`config.mk`:
```
export PLATFORM = sky130hd
export DESIGN_NAME = temp_level_flat
export DESIGN_NICKNAME = d
export VERILOG_FILES = /design/src/rtl/temp_level_pkg.sv /design/src/rtl/temp_level_if.sv /design/src/rtl/temp_lvl_map.sv /design/src/rtl/temp_level.sv /design/src/flat_wrapper.sv
export SDC_FILE = /design/constraint.sdc
export NUM_CORES = 1
export LEC_CHECK = 0
export ABC_AREA = 1
export BUFFER_PORTS_ARGS = -buffer_cell sky130_fd_sc_hd__buf_2
export CAP_MARGIN = 40
export CORE_UTILIZATION = 31
export CTS_CLUSTER_SIZE = 24
export DETAILED_ROUTE_END_ITERATION = 12
export PLACE_DENSITY = 0.45
export RECOVER_POWER = 25
export SYNTH_ARGS = -nofsm -noshare
export SYNTH_HDL_FRONTEND = slang
export SYNTH_SLANG_ARGS = --single-unit
```
`constraint.sdc`:
```
create_clock -name clk -period 4.2 [get_ports clk]
set_input_delay 0.42 -clock clk [delete_from_list [all_inputs] [get_ports clk]]
set_output_delay 0.42 -clock clk [all_outputs]
set_load 0.03 [all_outputs]
```
`src/rtl/temp_level_pkg.sv`:
```
// Shared types and constants for the temperature-to-level block.
// Latency: n/a (declarations only).
// Backpressure: n/a.
package temp_level_pkg;

    localparam int CODE_W = 12;
    localparam logic [6:0] DRP_TEMP_ADDR = 7'h00;

    typedef enum logic [2:0] {
        ST_IDLE,
        ST_REQ,
        ST_WAIT,
        ST_ACC,
        ST_UPDATE
    } state_t;

endpackage

```
`src/rtl/temp_level_if.sv`:
```
// XADC DRP read port plus the level/status outputs toward the PWM stage.
// Latency: n/a (wiring only).
// Backpressure: none; DRP completion is signalled by i_drdy.
interface temp_level_if;
    logic        i_eoc;
    logic        o_den;
    logic [6:0]  o_daddr;
    logic        o_dwe;
    logic        i_drdy;
    logic [15:0] i_do;
    logic [3:0]  o_lvl;
    logic        o_valid;
    logic        o_timeout;

    modport master (
        input  i_eoc, i_drdy, i_do,
        output o_den, o_daddr, o_dwe, o_lvl, o_valid, o_timeout
    );

    modport slave (
        output i_eoc, i_drdy, i_do,
        input  o_den, o_daddr, o_dwe, o_lvl, o_valid, o_timeout
    );
endinterface

```
`src/rtl/temp_lvl_map.sv`:
```
// Maps a 12-bit temperature code to a 4-bit level, clamped at 15.
// Latency: combinational.
// Backpressure: none.
module temp_lvl_map
    import temp_level_pkg::*;
#(
    parameter logic [CODE_W-1:0] T_MIN_CODE = 12'h977,
    parameter int                STEP_SHIFT = 4
) (
    input  logic [CODE_W-1:0] code,
    output logic [3:0]        lvl
);

    logic [CODE_W-1:0] diff;
    logic [CODE_W-1:0] steps;

    always_comb begin
        // Codes at or below the floor all map to level 0.
        diff  = (code > T_MIN_CODE) ? (code - T_MIN_CODE) : '0;
        steps = diff >> STEP_SHIFT;
        lvl   = (steps > CODE_W'(15)) ? 4'd15 : steps[3:0];
    end

endmodule

```
`src/rtl/temp_level.sv`:
```
// Reads the XADC temperature over DRP on each EOC, averages 2^SAMPLE_LOG2 samples, updates a hysteretic level.
// Latency: o_valid/o_lvl appear the cycle after UPDATE, 3 cycles after the batch-completing i_drdy.
// Backpressure: one read in flight; extra EOCs collapse into a single pending request; missing i_drdy times out.
module temp_level
    import temp_level_pkg::*;
#(
    parameter int                SAMPLE_LOG2 = 3,
    parameter logic [CODE_W-1:0] T_MIN_CODE  = 12'h977,
    parameter int                STEP_SHIFT  = 4,
    parameter int                HYST        = 4,
    parameter int                TIMEOUT     = 255
) (
    input  logic         clk,
    input  logic         rst_n,
    temp_level_if.master bus
);

    localparam int ACC_W  = CODE_W + SAMPLE_LOG2;
    localparam int WCNT_W = $clog2(TIMEOUT + 1);

    state_t                  state;
    logic                    pending;
    logic [WCNT_W-1:0]       wait_cnt;
    logic [CODE_W-1:0]       sample;
    logic [ACC_W-1:0]        acc;
    logic [SAMPLE_LOG2-1:0]  samp_cnt;
    logic                    den_q;
    logic                    valid_q;
    logic                    timeout_q;
    logic [3:0]              lvl_q;

    logic [ACC_W-1:0]        avg_wide;
    logic [CODE_W-1:0]       avg;
    logic [CODE_W:0]         avg_hyst_sum;
    logic [CODE_W-1:0]       avg_hyst;
    logic [3:0]              raw_up;
    logic [3:0]              raw_dn;

    always_comb begin
        avg_wide     = acc >> SAMPLE_LOG2;
        avg          = avg_wide[CODE_W-1:0];
        avg_hyst_sum = {1'b0, avg} + (CODE_W+1)'(HYST);
        avg_hyst     = avg_hyst_sum[CODE_W] ? {CODE_W{1'b1}} : avg_hyst_sum[CODE_W-1:0];
    end

    // Rising uses the plain average; falling is judged HYST codes higher so small dips don't toggle the level.
    temp_lvl_map #(.T_MIN_CODE(T_MIN_CODE), .STEP_SHIFT(STEP_SHIFT)) u_map_up (
        .code (avg),
        .lvl  (raw_up)
    );

    temp_lvl_map #(.T_MIN_CODE(T_MIN_CODE), .STEP_SHIFT(STEP_SHIFT)) u_map_dn (
        .code (avg_hyst),
        .lvl  (raw_dn)
    );

    always_ff @(posedge clk or negedge rst_n) begin
        if (!rst_n) begin
            state     <= ST_IDLE;
            pending   <= 1'b0;
            wait_cnt  <= '0;
            sample    <= '0;
            acc       <= '0;
            samp_cnt  <= '0;
            den_q     <= 1'b0;
            valid_q   <= 1'b0;
            timeout_q <= 1'b0;
            lvl_q     <= 4'd0;
        end else begin
            den_q     <= 1'b0;
            valid_q   <= 1'b0;
            timeout_q <= 1'b0;

            case (state)
                ST_IDLE: begin
                    if (bus.i_eoc || pending) begin
                        den_q <= 1'b1;
                        state <= ST_REQ;
                    end
                end
                ST_REQ: begin
                    pending  <= 1'b0;
                    wait_cnt <= '0;
                    state    <= ST_WAIT;
                end
                ST_WAIT: begin
                    if (bus.i_drdy) begin
                        sample <= bus.i_do[15:4];
                        state  <= ST_ACC;
                    end else if (wait_cnt == WCNT_W'(TIMEOUT - 1)) begin
                        timeout_q <= 1'b1;
                        state     <= ST_IDLE;
                    end else begin
                        wait_cnt <= wait_cnt + 1'b1;
                    end
                end
                ST_ACC: begin
                    acc      <= acc + ACC_W'(sample);
                    samp_cnt <= samp_cnt + 1'b1;
                    state    <= (samp_cnt == '1) ? ST_UPDATE : ST_IDLE;
                end
                ST_UPDATE: begin
                    if (raw_up > lvl_q) begin
                        lvl_q <= raw_up;
                    end else if (raw_dn < lvl_q) begin
                        lvl_q <= raw_dn;
                    end
                    valid_q <= 1'b1;
                    acc     <= '0;
                    state   <= ST_IDLE;
                end
                default: state <= ST_IDLE;
            endcase

            // Placed after the case so an EOC during REQ still wins over REQ's clear.
            if (bus.i_eoc && state != ST_IDLE) begin
                pending <= 1'b1;
            end
        end
    end

    assign bus.o_den     = den_q;
    assign bus.o_daddr   = DRP_TEMP_ADDR;
    assign bus.o_dwe     = 1'b0;
    assign bus.o_lvl     = lvl_q;
    assign bus.o_valid   = valid_q;
    assign bus.o_timeout = timeout_q;

endmodule

```
`src/flat_wrapper.sv`:
```
// flat-port wrapper written by rule: the top's interface ports become plain ports
module temp_level_flat import temp_level_pkg::*;
#(
    parameter int                SAMPLE_LOG2 = 3,
    parameter logic [CODE_W-1:0] T_MIN_CODE  = 12'h977,
    parameter int                STEP_SHIFT  = 4,
    parameter int                HYST        = 4,
    parameter int                TIMEOUT     = 255
)
  (clk, rst_n, bus_i_eoc, bus_i_drdy, bus_i_do, bus_o_den, bus_o_daddr, bus_o_dwe, bus_o_lvl, bus_o_valid, bus_o_timeout);
  temp_level_if bus_i ();
  input  logic clk;
  input  logic rst_n;
  input wire logic [$bits(bus_i.i_eoc)-1:0] bus_i_eoc;
  input wire logic [$bits(bus_i.i_drdy)-1:0] bus_i_drdy;
  input wire logic [$bits(bus_i.i_do)-1:0] bus_i_do;
  output wire logic [$bits(bus_i.o_den)-1:0] bus_o_den;
  output wire logic [$bits(bus_i.o_daddr)-1:0] bus_o_daddr;
  output wire logic [$bits(bus_i.o_dwe)-1:0] bus_o_dwe;
  output wire logic [$bits(bus_i.o_lvl)-1:0] bus_o_lvl;
  output wire logic [$bits(bus_i.o_valid)-1:0] bus_o_valid;
  output wire logic [$bits(bus_i.o_timeout)-1:0] bus_o_timeout;
  assign bus_i.i_eoc = bus_i_eoc;
  assign bus_i.i_drdy = bus_i_drdy;
  assign bus_i.i_do = bus_i_do;
  assign bus_o_den = bus_i.o_den;
  assign bus_o_daddr = bus_i.o_daddr;
  assign bus_o_dwe = bus_i.o_dwe;
  assign bus_o_lvl = bus_i.o_lvl;
  assign bus_o_valid = bus_i.o_valid;
  assign bus_o_timeout = bus_i.o_timeout;
  temp_level #(.SAMPLE_LOG2(SAMPLE_LOG2), .T_MIN_CODE(T_MIN_CODE), .STEP_SHIFT(STEP_SHIFT), .HYST(HYST), .TIMEOUT(TIMEOUT)) u_core (.clk(clk), .rst_n(rst_n), .bus(bus_i));
endmodule
```
==> impl_metrics.ini <==
[die]
dieHeight_um = 109
ios = 35
die_w_um = 109
die-area_um2 = 11900
core_um2 = 11000
initial_core_util = 0.323
rows = 38

[timing]
min_period_ps = 3650
setup_viol = 0
worst_hold_slack_ps = 316
hold_viol_final = 0
timing.fmax_mhz = 274
tightest_slew_ps = 2640
finalCritPeriodShare = 0.870
maxSlewViolCount = 50
relSlewSlack = -0.757
rsz0062_at_grt = false
tns_ps = 0
skew_ps = 7.34

[synthesis]
synth_flop_cell = dfrtp_1
synth_top_area_share = 0.345
synth_top_area_cell = dfrtp_1
ys_warn_count = 0
yosys.cell_types.count = 41
syn-instance-count = 494
synth-seq-cells = 49
netlist_area_um2 = 3550
synth_common_cells = nand2_1, inv_1, dfrtp_1, nand3_1, nor2_1
syn_avg_cell_area_um2 = 7.19
synth_most_common_cell = nand2_1
synth-edff-count = 0
async_flop_share = 1.00
synth.area.top_cells = dfrtp_1, nand2_1, ha_1
ys_seq_area_frac = 0.345

[power]
pwr-share-comb = 0.539
power.leakage_nw = 2.09
peakVddDrop_uv = 244
netSwitchingPower_w = 0.00125
p_clk_frac = 0.153
power_density_nw_per_um2 = 667
p_int_w = 0.00136
swShare = 0.480
seqPwrFrac = 0.307

[critical_path]
timing.rr.end = u_core.bus.o_lvl[1]
ff2ff_path_depth = 22
rr_startpoint = u_core.acc[6]
cp-end-kind = flip-flop
cp.arrival_ps = 3840
crit_path_start = u_core.acc[6]
crit_end = u_core.bus.o_lvl[1]
crit_required_ps = 4380
r2r_slack_ps = 550
path_max_fanout = 5
worstSetupStartpointType = flip-flop
path_class = flip-flop to flip-flop

[global_routing]
overflow = 0
track_usage = 0.146
grt_max_degree = 50
antenna_found_initial = 0
grt_pass1_wl_um = 13600
grt_pass1_vias = 2989

[run]
drv_cap = 1

[clock_tree]
cts_setup_buffers = 0
cts.sinks = 49
cts.htree.levels = 2
clock-root-buffer = clkbuf_16
clk_latency_ps = 290
cts_hold_buf = 0
cts.path.max_buffers = 2
clk_pin_slew_worst_paths_ps = 70
cts_made_buffers = 5
cts_tree = yes
post_cts_resized = 0

[place]
io_buffers = 22
place_congestion = 0.802
dp.cells = 650
dpl.hpwl_um = 6120

[final_layout]
multi_input_area_um2 = 2000
seq_area_um2 = 1230
nets = 563
drive_gt1_frac = 0.120
synthToLayoutAreaGrowth_pct = 10.3
diodes = 0
layout.cells.non_filler = 658
fillers = 1202

[status]
violations = max-capacitance violations, max-slew violations
status = complete, but fails checks

[worst_hold_path]
hp-class = input pin to flip-flop

[routing]
drtAntennaViolNets = 0
drt-initial-drc-count = 86
drt_pass1_iterations = 4
via_per_inst = 4.62
dr_total_vias = 3042
wirelength_um = 7870
wl_per_cell_um = 12.0
drc = 0
[sequential cells by signal, summed over array words and instances (netlist names)]
signal,cells
u_core.samp_cnt,3
u_core.bus.o_den,1
u_core.bus.o_timeout,1
u_core.pending,1
u_core.wait_cnt,8
u_core.bus.o_valid,1
u_core.bus.o_lvl,4
u_core.state,3
u_core.sample,12
u_core.acc,15
[how the worst min path moves through the flow]
stage	to	startpoint	cells past startpoint
2_1_floorplan	u_core.acc[0]	rst_n	0
3_3_place_gp	u_core.samp_cnt[0]	u_core.samp_cnt[0]	1
3_5_place_dp	u_core.sample[2]	u_core.sample[2]	2
4_1_cts	u_core.sample[4]	rst_n	2
5_1_grt	u_core.sample[3]	bus_i_do[7]	3
6_report	u_core.sample[4]	bus_i_do[8]	3
[area by class of cell]
type / instances / share of cell area
clock buffers: 6 / 0.0329
clock inverters: 2 / 0.00351
inverters: 68 / 0.0652
multi-input cells: 369 / 0.510
flip-flops and latches: 49 / 0.313
well taps: 140 / 0.0447
repair buffers: 24 / 0.0310
[routing by layer]
layer / track usage / share of wire / vias up
met3: 0.0179 / 0.022 / 13
met2: 0.243 / 0.45 / 40
li1: - / - / 1630
met4: 0.0618 / 0.024 / 0
met5: 0 / 0 / -
met1: 0.192 / 0.50 / 1359
[power groups by stage]
stage	registers (W)	clock network, W	logic [W]
finish	0.000802	0.000401	0.00141
detailed placement	0.000814	0	0.00142
CTS	0.000805	0.000421	0.00142
global placement	0.000807	0	0.00140
global route	0.000828	0.000433	0.00164
floorplan	0.000757	0	0.00116
[critical path, stage by stage (launching register included)]
cell,delay [ps]
dfrtp_1,430
inv_1,160
ha_1,200
nand2_1,70
nand2_1,60
nand2_1,70
nor2_1,150
nand2_1,90
nand2_1,100
xor2_1,160
inv_1,60
o31ai_1,410
nand2_1,170
ha_1,330
nand2_1,60
inv_1,60
o21ai_0,80
a32oi_1,350
inv_1,210
nand2_4,150
nand2_4,60
nand2_1,80
nand2_1,50
[cell usage in the layout, fill, tap and decap left out, types with 2 or more instances in the layout]
master,count
inv_1,64
conb_1,8
xnor2_1,4
nor2_2,4
xor2_1,5
nand2_2,11
a31oi_1,2
nand2_1,153
clkbuf_1,2
a21oi_1,23
o31ai_1,3
o22ai_1,8
nor2_4,2
nor2_1,28
nand3_1,33
dfrtp_1,49
nand3_2,2
clkbuf_16,5
o21ai_0,21
nand4_1,10
o21ai_1,2
buf_2,22
inv_2,3
nand2_4,4
ha_1,25
or2_2,3
nor3_1,6
[metrics by stage]
stage	cell area, um^2	utilization	power (W)	setup slack, ps
floorplan	3580	-	0.00192	1080
global placement	3780	0.344	0.00220	610
detailed placement	3780	0.344	0.00223	560
CTS	3920	0.357	0.00265	524
global route	3920	0.357	0.00290	36.7
finish	3920	0.357	0.00261	545
[logic make-up after synthesis]
logic type                 synth area share
AOI/OAI and AO/OA                     0.105
buffers and inverters                0.0997
xor gates and xnor gates             0.0222
DFF                                   0.345
adders and majority gates            0.0937
and+or+nand+nor                       0.333
other                               0.00106
Note: power is estimated with default switching activity, not from simulation.
